[src/rtl/mem_access_stage_pkg.sv]
// rtl/mem_access_stage_pkg.sv - shared encodings for the data-memory access stage
package mem_pkg;

  localparam int BE_W = 4;

  typedef enum logic [2:0] {
    F3_LB  = 3'b000,
    F3_LH  = 3'b001,
    F3_LW  = 3'b010,
    F3_LBU = 3'b100,
    F3_LHU = 3'b101
  } funct3_e;

  localparam funct3_e F3_SB = F3_LB;
  localparam funct3_e F3_SH = F3_LH;
  localparam funct3_e F3_SW = F3_LW;

  typedef enum logic [1:0] {
    S_IDLE = 2'd0,
    S_WAIT = 2'd1,
    S_RESP = 2'd2
  } state_e;

  typedef enum logic [1:0] {
    SZ_BYTE = 2'd0,
    SZ_HALF = 2'd1,
    SZ_WORD = 2'd2
  } size_e;

  // Unused encodings (011, 110, 111) fall through to word accesses.
  function automatic size_e access_size(input logic [2:0] f3);
    case (f3[1:0])
      2'b00:   return SZ_BYTE;
      2'b01:   return SZ_HALF;
      default: return SZ_WORD;
    endcase
  endfunction

endpackage

[src/rtl/mem_access_stage_load_align.sv]
// rtl/mem_access_stage_load_align.sv - load data lane extraction and sign/zero extension
module load_align #(
  parameter int WIDTH = 32
) (
  input  logic [WIDTH-1:0] raw,
  input  logic [1:0]       off,
  input  logic [2:0]       funct3,
  output logic [WIDTH-1:0] data
);
  import mem_pkg::*;

  logic [WIDTH-1:0] shifted;

  always_comb begin
    shifted = raw >> {off, 3'b000};
    data    = raw;
    case (access_size(funct3))
      SZ_BYTE: data = funct3[2] ? {{(WIDTH-8){1'b0}}, shifted[7:0]}
                                : {{(WIDTH-8){shifted[7]}}, shifted[7:0]};
      SZ_HALF: data = funct3[2] ? {{(WIDTH-16){1'b0}}, shifted[15:0]}
                                : {{(WIDTH-16){shifted[15]}}, shifted[15:0]};
      default: data = raw;
    endcase
  end

endmodule

[src/rtl/mem_access_stage.sv]
// rtl/mem_access_stage.sv - MEM stage: dmem req/ack handshake, lanes, load alignment (option: MEM_MISALIGN_TRAP_EN)
module mem_access_stage #(
  parameter int WIDTH = 32,
  parameter int BE_W  = mem_pkg::BE_W
) (
  input  logic             clk,
  input  logic             rst,
  input  logic             valid_i,
  input  logic             mem_read_i,
  input  logic             mem_write_i,
  input  logic [2:0]       funct3_i,
  input  logic [WIDTH-1:0] addr_i,
  input  logic [WIDTH-1:0] wdata_i,
  output logic             stall_o,
  output logic [WIDTH-1:0] rdata_o,
  output logic             misalign_o,
  output logic             dmem_req_o,
  output logic             dmem_we_o,
  output logic [WIDTH-1:0] dmem_addr_o,
  output logic [WIDTH-1:0] dmem_wdata_o,
  output logic [BE_W-1:0]  dmem_be_o,
  input  logic             dmem_ack_i,
  input  logic [WIDTH-1:0] dmem_rdata_i
);
  import mem_pkg::*;

  state_e           state, state_nxt;
  size_e            size;
  logic             access, misalign, issue;
  logic [1:0]       off;
  logic [BE_W-1:0]  be_nxt;
  logic [WIDTH-1:0] wdata_lanes, load_data;
  logic             ld_pend;
  logic [1:0]       ld_off;
  logic [2:0]       ld_f3;

  always_comb begin
    size        = access_size(funct3_i);
    access      = valid_i & (mem_read_i | mem_write_i);
    off         = 2'b00;
    be_nxt      = 4'b1111;
    wdata_lanes = wdata_i;
    // Offending low address bits are dropped here, so a word always uses offset 0.
    case (size)
      SZ_BYTE: begin
        off         = addr_i[1:0];
        be_nxt      = 4'b0001 << addr_i[1:0];
        wdata_lanes = {4{wdata_i[7:0]}};
      end
      SZ_HALF: begin
        off         = {addr_i[1], 1'b0};
        be_nxt      = 4'b0011 << {addr_i[1], 1'b0};
        wdata_lanes = {2{wdata_i[15:0]}};
      end
      default: ;
    endcase
`ifdef MEM_MISALIGN_TRAP_EN
    misalign = access & (((size == SZ_HALF) & addr_i[0]) |
                         ((size == SZ_WORD) & (addr_i[1:0] != 2'b00)));
`else
    misalign = 1'b0;
`endif
    issue      = (state == S_IDLE) & access & ~misalign;
    misalign_o = ~rst & (state == S_IDLE) & misalign;
    stall_o    = ~rst & (issue | (state == S_WAIT));

    state_nxt = state;
    case (state)
      S_IDLE:  if (issue) state_nxt = S_WAIT;
      S_WAIT:  if (dmem_ack_i) state_nxt = S_RESP;
      S_RESP:  state_nxt = S_IDLE;
      default: state_nxt = S_IDLE;
    endcase
  end

  always_ff @(posedge clk) begin
    if (rst) state <= S_IDLE;
    else     state <= state_nxt;
  end

  load_align #(.WIDTH(WIDTH)) u_load_align (
    .raw    (dmem_rdata_i),
    .off    (ld_off),
    .funct3 (ld_f3),
    .data   (load_data)
  );

  always_ff @(posedge clk) begin
    if (rst) begin
      dmem_req_o   <= 1'b0;
      dmem_we_o    <= 1'b0;
      dmem_addr_o  <= '0;
      dmem_wdata_o <= '0;
      dmem_be_o    <= '0;
      rdata_o      <= '0;
      ld_pend      <= 1'b0;
      ld_off       <= 2'b00;
      ld_f3        <= 3'b000;
    end else if (issue) begin
      dmem_req_o   <= 1'b1;
      dmem_we_o    <= mem_write_i;
      dmem_addr_o  <= {addr_i[WIDTH-1:2], 2'b00};
      dmem_wdata_o <= mem_write_i ? wdata_lanes : '0;
      dmem_be_o    <= be_nxt;
      ld_pend      <= ~mem_write_i;
      ld_off       <= off;
      ld_f3        <= funct3_i;
    end else if ((state == S_WAIT) && dmem_ack_i) begin
      dmem_req_o   <= 1'b0;
      dmem_we_o    <= 1'b0;
      dmem_addr_o  <= '0;
      dmem_wdata_o <= '0;
      dmem_be_o    <= '0;
      if (ld_pend) rdata_o <= load_data;
    end
  end

endmodule

[config.mk]
export PLATFORM = sky130hd
export DESIGN_NAME = mem_access_stage
export DESIGN_NICKNAME = d
export VERILOG_FILES = /design/src/rtl/mem_access_stage_pkg.sv /design/src/rtl/mem_access_stage_load_align.sv /design/src/rtl/mem_access_stage.sv
export SDC_FILE = /design/constraint.sdc
export NUM_CORES = 1
export LEC_CHECK = 0
export BUFFER_PORTS_ARGS = -buffer_cell sky130_fd_sc_hd__buf_2
export CAP_MARGIN = 5
export CORE_ASPECT_RATIO = 2
export CORE_UTILIZATION = 25
export CTS_CLUSTER_DIAMETER = 120
export CTS_CLUSTER_SIZE = 30
export DETAILED_ROUTE_END_ITERATION = 10
export PLACE_DENSITY = 0.59
export SLEW_MARGIN = 20
export SYNTH_ARGS = -nofsm -noshare
export SYNTH_HDL_FRONTEND = slang
export SYNTH_HIERARCHICAL = 1
export SYNTH_SLANG_ARGS = --single-unit
[constraint.sdc]
create_clock -name clk -period 1.55 [get_ports clk]
set_input_delay 0.155 -clock clk [delete_from_list [all_inputs] [get_ports clk]]
set_output_delay 0.155 -clock clk [all_outputs]
set_load 0.005 [all_outputs]
======== Yosys cells after proc, flatten, opt, wreduce, memory -nomap -nowiden ========
Cells that the tools add are included.
operators by class
  equal/unequal tests ..................... 7
  shifts and indexed selects .............. 3
  multiplexer cells ....................... 21
  bitwise logic cells ..................... 8
  reduce and logical (&&, ||, !) cells .... 9
operator list
  operator               count
  $mux W32               7
  $pmux W32 S2           2
  $shr A32 B5 Y16        1
  $pmux W2 S2            4
  $eq A2 B1 Y1 const B   5
  $logic_not A2 Y1       5
  $mux W4                2
  $pmux W4 S2            1
  $mux W2                2
  $ne A2 B2 Y1 const B   2
  $shl A1 B2 Y4 const A  1
  $shl A2 B2 Y4 const A  1
  $and A1 B1 Y1          3
  $mux W1                3
  $not A1 Y1             3
  $reduce_and A3 Y1      1
  $or A1 B1 Y1           2
  $reduce_and A2 Y1      1
  $reduce_bool A2 Y1     1
  $logic_and A1 B1 Y1    1
word-level totals
  register bits after elaboration ......... 108
  input port bits ......................... 105
  output and inout port bits .............. 104
  logic and storage cells ................. 58

======== Longest topological paths before layout ========
Gate-level depths: netlist of the first run.
  word-level depth ........................ 6
  gate-level depth with buffers ........... 7
  mapped depth without buffers ............ 5

======== Modules after synthesis ========
The synthesis of the first run kept the hierarchy.
modules (own cells, without submodules)
  module            times used  cells each  area each (sq um)  sequential area each (sq um)
  mem_access_stage  1           436         3,991.3            2,162.1
  load_align        1           109         721.9              0.0

======== Worst setup path before layout of the first run ========
Ideal clock, no wire load.
  path type ............................... flip-flop to flip-flop
  from .................................... register ld_off[0]
  to ...................................... register rdata_o[17]
  data arrival time ....................... 1.531 ns
  required time ........................... 1.418 ns
  setup slack ............................. -0.113 ns
  cell stages (with the launch flop) ...... 7
  buffers on the path ..................... 1
  path through ............................ dfxtp_1 -> mux4_2 -> o211ai_4 -> buf_6 -> o21ai_0 -> nand2_1 -> a21oi_1
on the way
  cells in the longest elaborated chain, start to end .. 3
  elaborated cells between the ends (all ways) .. 4
RTL lines
  what                         line                                                                  source
  start, declared              mem_access_stage.sv:34                                                logic [1:0] ld_off;
  start signal, assigned       mem_access_stage.sv:97                                                ld_off <= 2'b00;
  start signal, assigned       mem_access_stage.sv:106                                               ld_off <= off;
  $shr A32 B5 Y16 (*)          mem_access_stage_load_align.sv:15                                     shifted = raw >> {off, 3'b000};
  $mux W32 (on tied branches)  mem_access_stage_load_align.sv:20, mem_access_stage_load_align.sv:18
  $pmux W32 S2 (*)             mem_access_stage_load_align.sv:17                                     case (access_size(funct3))
  net load_data[17]            mem_access_stage.sv:32                                                logic [WIDTH-1:0] wdata_lanes, load_data;
  end signal, assigned         mem_access_stage.sv:114                                               if (ld_pend) rdata_o <= load_data;
  end, declared                mem_access_stage.sv:15                                                output logic [WIDTH-1:0] rdata_o,
The timed path passes the listed nets; every way through them passes the cells marked *.
A chain may end at the register's enable or synchronous reset.

======== Worst setup path in the final report of the first run ========
  from .................................... register ld_off[0]
  to ...................................... register rdata_o[16]
The elaborated chain is that of the path after synthesis.

==> flow_metrics.tcl, run 1 <==
set metrics [dict create \
    clock.fmax_mhz 623 \
    drv_slew 0 \
    nets 861 \
    post_cts_buffers 0 \
    period_share 1.04 \
    fp.dieW_um 99.1 \
    critPathMaxFanout 16 \
    rsz0062_at_grt "yes" \
    seq_area_um2 2170 \
    clkPwrFrac 0.385 \
    clk_pin_slew_worst_paths_ps 70 \
    drc 0 \
    crit_slowest_cell "mux4_2" \
    gp_routability_congestion 0.862 \
    hp-class "in2reg" \
    yosys_warnings 6 \
    grt_overflow_total 0 \
    io_pins 209 \
    switching_share 0.254 \
    crit_required_ps 1780 \
    slowest_delay_ps 560 \
    max-clock-path-buffers 2 \
    numPortBuffers 205 \
    synthDistinctLibCells 44 \
    coreArea_um2 18400 \
    power_frac_seq 0.458 \
    fin_crit_ps 1610 \
    root_buffer "clkbuf_16" \
    status "finished with violations" \
    p_leak_nw 2.87 \
    area_growth_pct 38.1 \
    path_class "reg2reg" \
    cp-start-kind "register" \
    critPathCaptureType "register" \
    first_pass_iters 4 \
    p_sw_mw 1.64 \
    place_hpwl_mm 12.6 \
    antenna_found_initial 2 \
    grt_max_degree 62 \
    placed_cells 956 \
    die-height_um 196 \
    cp.arrival_ps 1830 \
    die_area_um2 19400 \
    p_per_area_nw_per_um2 993 \
    syn_area_um2 4710 \
    final.setup.tns_ps -603 \
    clk_latency_ps 350 \
    finalSetupViolations 16 \
    hold_violations 0 \
    p_comb_frac 0.157 \
    final_cells 979 \
    place_ws_ps -88.1 \
    initial_core_util 0.256 \
    cts_tree "done" \
    grt_pass1_wl_mm 25.4 \
    drv_cap 0 \
    violations "setup timing" \
    grtUsageTotal 0.172 \
    cts_buffers 9 \
    path_cells "mux4_2 > o211ai_4 > buf_12 > o21ai_0 > nand2_1 > a21oi_1" \
    irDropWorstVdd_v 0.000449 \
    skew_ps 6.34 \
    htree_levels 3 \
    synth.ff_latch_count 108 \
    drt_iter0_markers 139 \
    grt_pass1_vias 4630 \
    rows 70 \
    synthesis.instances 545 \
    numClockSinks 108 \
    multi_input_area_um2 2270 \
    wirelength_mm 16.7 \
    num-fill-cells 1970 \
    viasPerCell 4.88 \
    route.detailed.wl_per_inst_um 17.1 \
    p_total_mw 6.47 \
    fin_ws_ps -55.8 \
    ys_seq_area_frac 0.459 \
    finalCoreUtilization 0.354 \
    ant_nets 0 \
    layout-drive-gt1-share 0.375 \
    synth_area_per_cell_um2 8.65 \
    p_int_mw 4.83 \
    via_count 4775 \
]
-- cell usage after synthesis --
library cell	instances	area, um^2
buf_4	6	45.0
or2_1	1	6.26
nor2_8	1	20.0
mux2i_1	3	30.0
a211oi_1	2	15.0
o21ai_1	2	10.0
o21ai_2	1	8.76
o31ai_1	7	52.6
o21bai_1	1	7.51
a22oi_1	5	37.5
and4bb_1	1	12.5
a221oi_1	3	26.3
o21a_1	9	67.6
dfxtp_1	108	2160
mux2_2	13	146
a21oi_1	72	360
nand3b_1	4	30.0
a21oi_2	1	8.76
o311ai_0	1	8.76
mux4_2	1	22.5
nor2b_1	2	12.5
a221oi_4	1	26.3
nor3_1	1	5.00
conb_1	1	3.75
o221ai_1	8	70.1
or3_1	3	18.8
clkbuf_1	23	86.3
o211ai_4	1	21.3
inv_1	7	26.3
nand3_1	2	10.0
mux2_4	1	15.0
o21ai_0	59	295
a32o_1	4	40.0
buf_2	9	45.0
o2bb2ai_1	3	26.3
o21ba_1	1	10.0
buf_1	1	3.75
nand4_1	1	6.26
buf_6	9	101
or2_2	2	12.5
nor2_1	3	11.3
a22o_1	33	289
nand2_1	125	469
o211a_1	3	30.0
-- layout make-up --
class,count,area share
antenna,2,0.000769
tap,216,0.0415
inverter,7,0.00404
sequential,108,0.333
multi-input combinational,384,0.349
clock inverter,5,0.0115
timing repair buffer,246,0.223
clock buffer,11,0.0373
-- critical path, delay by kind of cell (launching register included) --
kind / cells / cell delay [ps]
DFF: 1 / 360
muxes: 1 / 560
and+or+nand+nor: 1 / 60
AOI/OAI and AO/OA: 3 / 350
buffers and inverters: 1 / 160
-- power groups by stage --
stage,Sequential (mW),Combinational (mW),Clock (mW)
after floorplan,3.03,0.508,0
after global placement,3.02,0.994,0
after detailed placement,3.02,0.999,0
after CTS,2.96,1.02,2.57
after global routing,2.98,1.11,2.66
final,2.96,1.02,2.49
-- per-layer routing --
layer | wire length (um) | track usage | share of wire | up-vias
met5 | 0 | 0 | 0 | -
met4 | 582 | 0.0882 | 0.035 | 0
met3 | 556 | 0.0235 | 0.033 | 29
met2 | 9000 | 0.315 | 0.54 | 151
met1 | 6570 | 0.189 | 0.39 | 2234
li1 | - | - | - | 2361
-- logic make-up (layout without fill, tap and decap cells) --
logic type	count (synthesis)	in the layout	share of synthesized area
and+or+nand+nor	146	146	0.130
DFF	108	108	0.459
AOI/OAI and AO/OA	217	217	0.299
muxes	18	18	0.0454
other	1	5	0.000796
buffers and inverters	55	269	0.0653
-- sequential cells by signal (all words and copies together) (netlist names), 2 cells and up --
name	count
dmem_addr_o	30
rdata_o	32
ld_f3	3
state	2
dmem_be_o	4
dmem_wdata_o	32
ld_off	2
-- stage by stage --
step,hold slack (ps),cell area [um^2]
5_1_grt,3.15,6510
4_1_cts,0.976,6490
3_5_place_dp,371,6110
2_1_floorplan,280,4730
6_report,11.1,6510
3_3_place_gp,363,6110
-- repair_timing --
action	in CTS	in global routing
endpoints found under the hold margin	5	0
endpoints found under the setup margin	23	30
hold buffers	5	0
gates resized for setup	4	12
pin swaps	1	0
-- layout by cell type (no fill, tap or decap), types with 4 or more instances in the layout --
cell type,synthesis,routed
a21oi_1,72,72
a22o_1,33,33
a22oi_1,5,5
a32o_1,4,4
buf_12,0,8
buf_2,9,205
buf_4,6,27
clkbuf_16,0,9
dfxtp_1,108,105
dlygate4sd3_1,0,5
inv_1,7,7
mux2_2,13,13
nand2_1,125,125
nand3b_1,4,4
o21a_1,9,9
o21ai_0,59,52
o21ai_1,2,9
o221ai_1,8,8
o31ai_1,7,5
-- path summary, 6_finish.rpt --
kind	startpoint	end	slack (ps)	depth (start not counted)
worst min-delay path	addr_i[17]	dmem_addr_o[17]	10	2
worst min register to register	rdata_o[2]	rdata_o[2]	450	2
worst max register to register	ld_off[0]	rdata_o[16]	-60	6
worst max-delay path	ld_off[0]	rdata_o[16]	-60	6
No activity file was read; power rests on OpenSTA's default activity.
==> inputs of run 2 (changes only) <==
Settings changed: ABC_AREA set to 1, PLACE_DENSITY 0.59 to 0.58.
==> flow_metrics.tcl, run 2 <==
set metrics [dict create \
    hold_slack_ps 27.9 \
    synth.mux.area_fraction 0 \
    clock.fmax_mhz 696 \
    irDropWorstVdd_v 0.000544 \
    layout-drive-gt1-share 0.282 \
    r2r-end "rdata_o[17]" \
    hold_violations 0 \
    antenna_found_initial 0 \
    p_per_area_nw_per_um2 931 \
    min_path_cells 3 \
    yosysTopAreaCell "dfxtp_1" \
    numPortBuffers 205 \
    via_count 5922 \
    cp-start-kind "register" \
    ys_async_sr_fraction 0 \
    synthesis.instances 796 \
    drc 0 \
    synth-edff-count 0 \
    synth_compound_area_frac 0.139 \
    grt_pass1_wl_mm 30.4 \
    p_sw_mw 1.93 \
    clk_latency_ps 370 \
    grt_pass1_vias 5741 \
    max-clock-path-buffers 2 \
    root_buffer "clkbuf_16" \
    switching_share 0.293 \
    route.met2.wl_mm 10.5 \
    rrSetupSlack_ps 120 \
    min_to "dmem_addr_o[18]" \
    wl_met1_mm 7.14 \
    gp_routability_congestion 0.902 \
    synth_top_family_by_area "simple AND/OR/NAND/NOR gates" \
    p_int_mw 4.65 \
    ys_seq_area_frac 0.402 \
    synth_top_area_frac 0.402 \
    initial_core_util 0.256 \
    ys_top_cells_by_count "217 x nand2_1, 108 x dfxtp_1, 107 x a21oi_1" \
    cp.arrival_ps 1280 \
    place_hpwl_mm 14.6 \
    top_regs "dmem_wdata_o: 32 flops, rdata_o: 32 flops, dmem_addr_o: 30 flops" \
    crit-reg2reg-launch "ld_off[0]" \
    crit_required_ps 1390 \
    synthDistinctLibCells 28 \
    die-height_um 209 \
    route.detailed.wl_per_inst_um 15.8 \
    drv_slew 0 \
    ant_nets 0 \
    fp.dieW_um 106 \
    r2r_cells 8 \
    wirelength_mm 19.8 \
    synth_flop_cell "dfxtp_1" \
    skew_ps 9.59 \
    grt_overflow_total 0 \
    coreArea_um2 21000 \
    syn_area_um2 5380 \
    layout_commonest_cell "nand2_1" \
    viasPerCell 4.72 \
    cts_tree "done" \
    synth_area_per_cell_um2 6.76 \
    htree_levels 3 \
    finalSetupViolations 0 \
    top_layer_used "met4" \
    cts_buffers 9 \
    clk_pin_slew_worst_paths_ps 80 \
    rsz0062_at_grt "no" \
    synth.ff_latch_count 108 \
    first_pass_iters 5 \
    area_growth_pct 31.3 \
    io_pins 209 \
    met3_length_um 994 \
    grtUsageTotal 0.180 \
    power_frac_seq 0.448 \
    status "complete, no violations" \
    hp-class "in2reg" \
    critPathMaxFanout 4 \
    rows 75 \
    worstHoldStart "addr_i[18]" \
    path_class "reg2out" \
    drv_cap 0 \
    yosys_warnings 6 \
    grt_max_degree 41 \
    final.setup.tns_ps 0 \
    antenna_cells 0 \
    nets 1086 \
    critPathCaptureType "primary output" \
    numClockSinks 108 \
    synth_fa_ha_area_frac 0 \
    num-fill-cells 2394 \
    final_cell_mix "216 x nand2_1, 204 x buf_2, 105 x a21oi_1, 105 x dfxtp_1, 102 x nand3_1" \
    synth.area.top_cells "dfxtp_1 40%, nand2_1 15%, a21oi_1 10%" \
    die_area_um2 22200 \
    yosysMostFrequentCell "nand2_1" \
    drt_iter0_markers 264 \
    p_leak_nw 3.32 \
    fin_crit_ps 1440 \
    p_comb_frac 0.178 \
    period_share 0.927 \
    synthXorXnorAreaFrac 0 \
    synth-simple-area-share 0.345 \
    p_total_mw 6.58 \
    clkPwrFrac 0.374 \
]
run 2: cell types whose count changed in the layout (fill, tap and decap cells not counted), moves of 8 or more:
| cell | change |
|---|---|
| a21oi_1 | +33 |
| a22o_1 | -33 |
| inv_1 | +43 |
| mux2_2 | -13 |
| nand2_1 | +91 |
| nand3_1 | +100 |
| nand4_1 | +31 |
| nor2_1 | +51 |
| o21a_1 | -9 |
| o21ai_0 | -21 |
| o221ai_1 | -8 |
run 2: cell type report:
cell class | instances | area [um^2] | share of cell area
inverters | 55 | 211 | 0.0299
clock inverters | 6 | 71.3 | 0.0101
clock buffers | 10 | 239 | 0.0338
repair buffers | 240 | 1410 | 0.200
flip-flops and latches | 108 | 2170 | 0.307
multi-input cells | 567 | 2630 | 0.372
well taps | 269 | 337 | 0.0476
run 2: what timing repair did:
item,4_1_cts,5_1_grt
gates resized for setup,1,9
pin swaps,1,3
hold buffers,3,0
setup endpoints to repair,1,35
setup buffers,3,0
hold endpoints to repair,3,0
run 2: worst max path at each step:
stage / startpoint / end / cells after the start
after global routing: ld_off[0] / rdata_o[26] / 8
after global placement: ld_off[0] / rdata_o[27] / 9
after floorplan: ld_off[1] / rdata_o[29] / 10
after CTS: ld_off[0] / rdata_o[27] / 9
final: state[1] / stall_o / 4
after detailed placement: ld_off[0] / rdata_o[27] / 9
run 2: logic make-up after synthesis:
family,Yosys count
AND/OR/NAND/NOR,417
AO/OA/AOI/OAI,147
buffers and inverters,123
flip-flops,108
other,1
run 2: worst max-delay path, cell delays in order (launching register included):
cell and delay (ps):
dfxtp_1 340, nor2_2 160, nand3_4 120, a21oi_1 130, buf_2 160
run 2: power groups by stage:
stage | logic, mW | registers (mW) | clock network, mW
2_1_floorplan | 0.670 | 3.01 | 0
3_3_place_gp | 1.16 | 3.01 | 0
3_5_place_dp | 1.16 | 3.01 | 0
4_1_cts | 1.18 | 2.95 | 2.57
5_1_grt | 1.30 | 2.96 | 2.63
6_report | 1.17 | 2.95 | 2.46
run 2: routing by layer:
metal,track usage,up-vias
met3,0.0329,53
met2,0.321,230
li1,-,2972
met5,0,-
met1,0.182,2667
met4,0.136,0
run 2: through the flow:
step	setup slack, ps	utilization	cells	cell area (um^2)
CTS	4.77	0.335	1255	7040
detailed placement	16.6	0.318	1233	6680
floorplan	200	-	798	5390
global route	2.68	0.336	1255	7070
global placement	45.8	0.318	1233	6680
finish	113	0.336	1255	7070
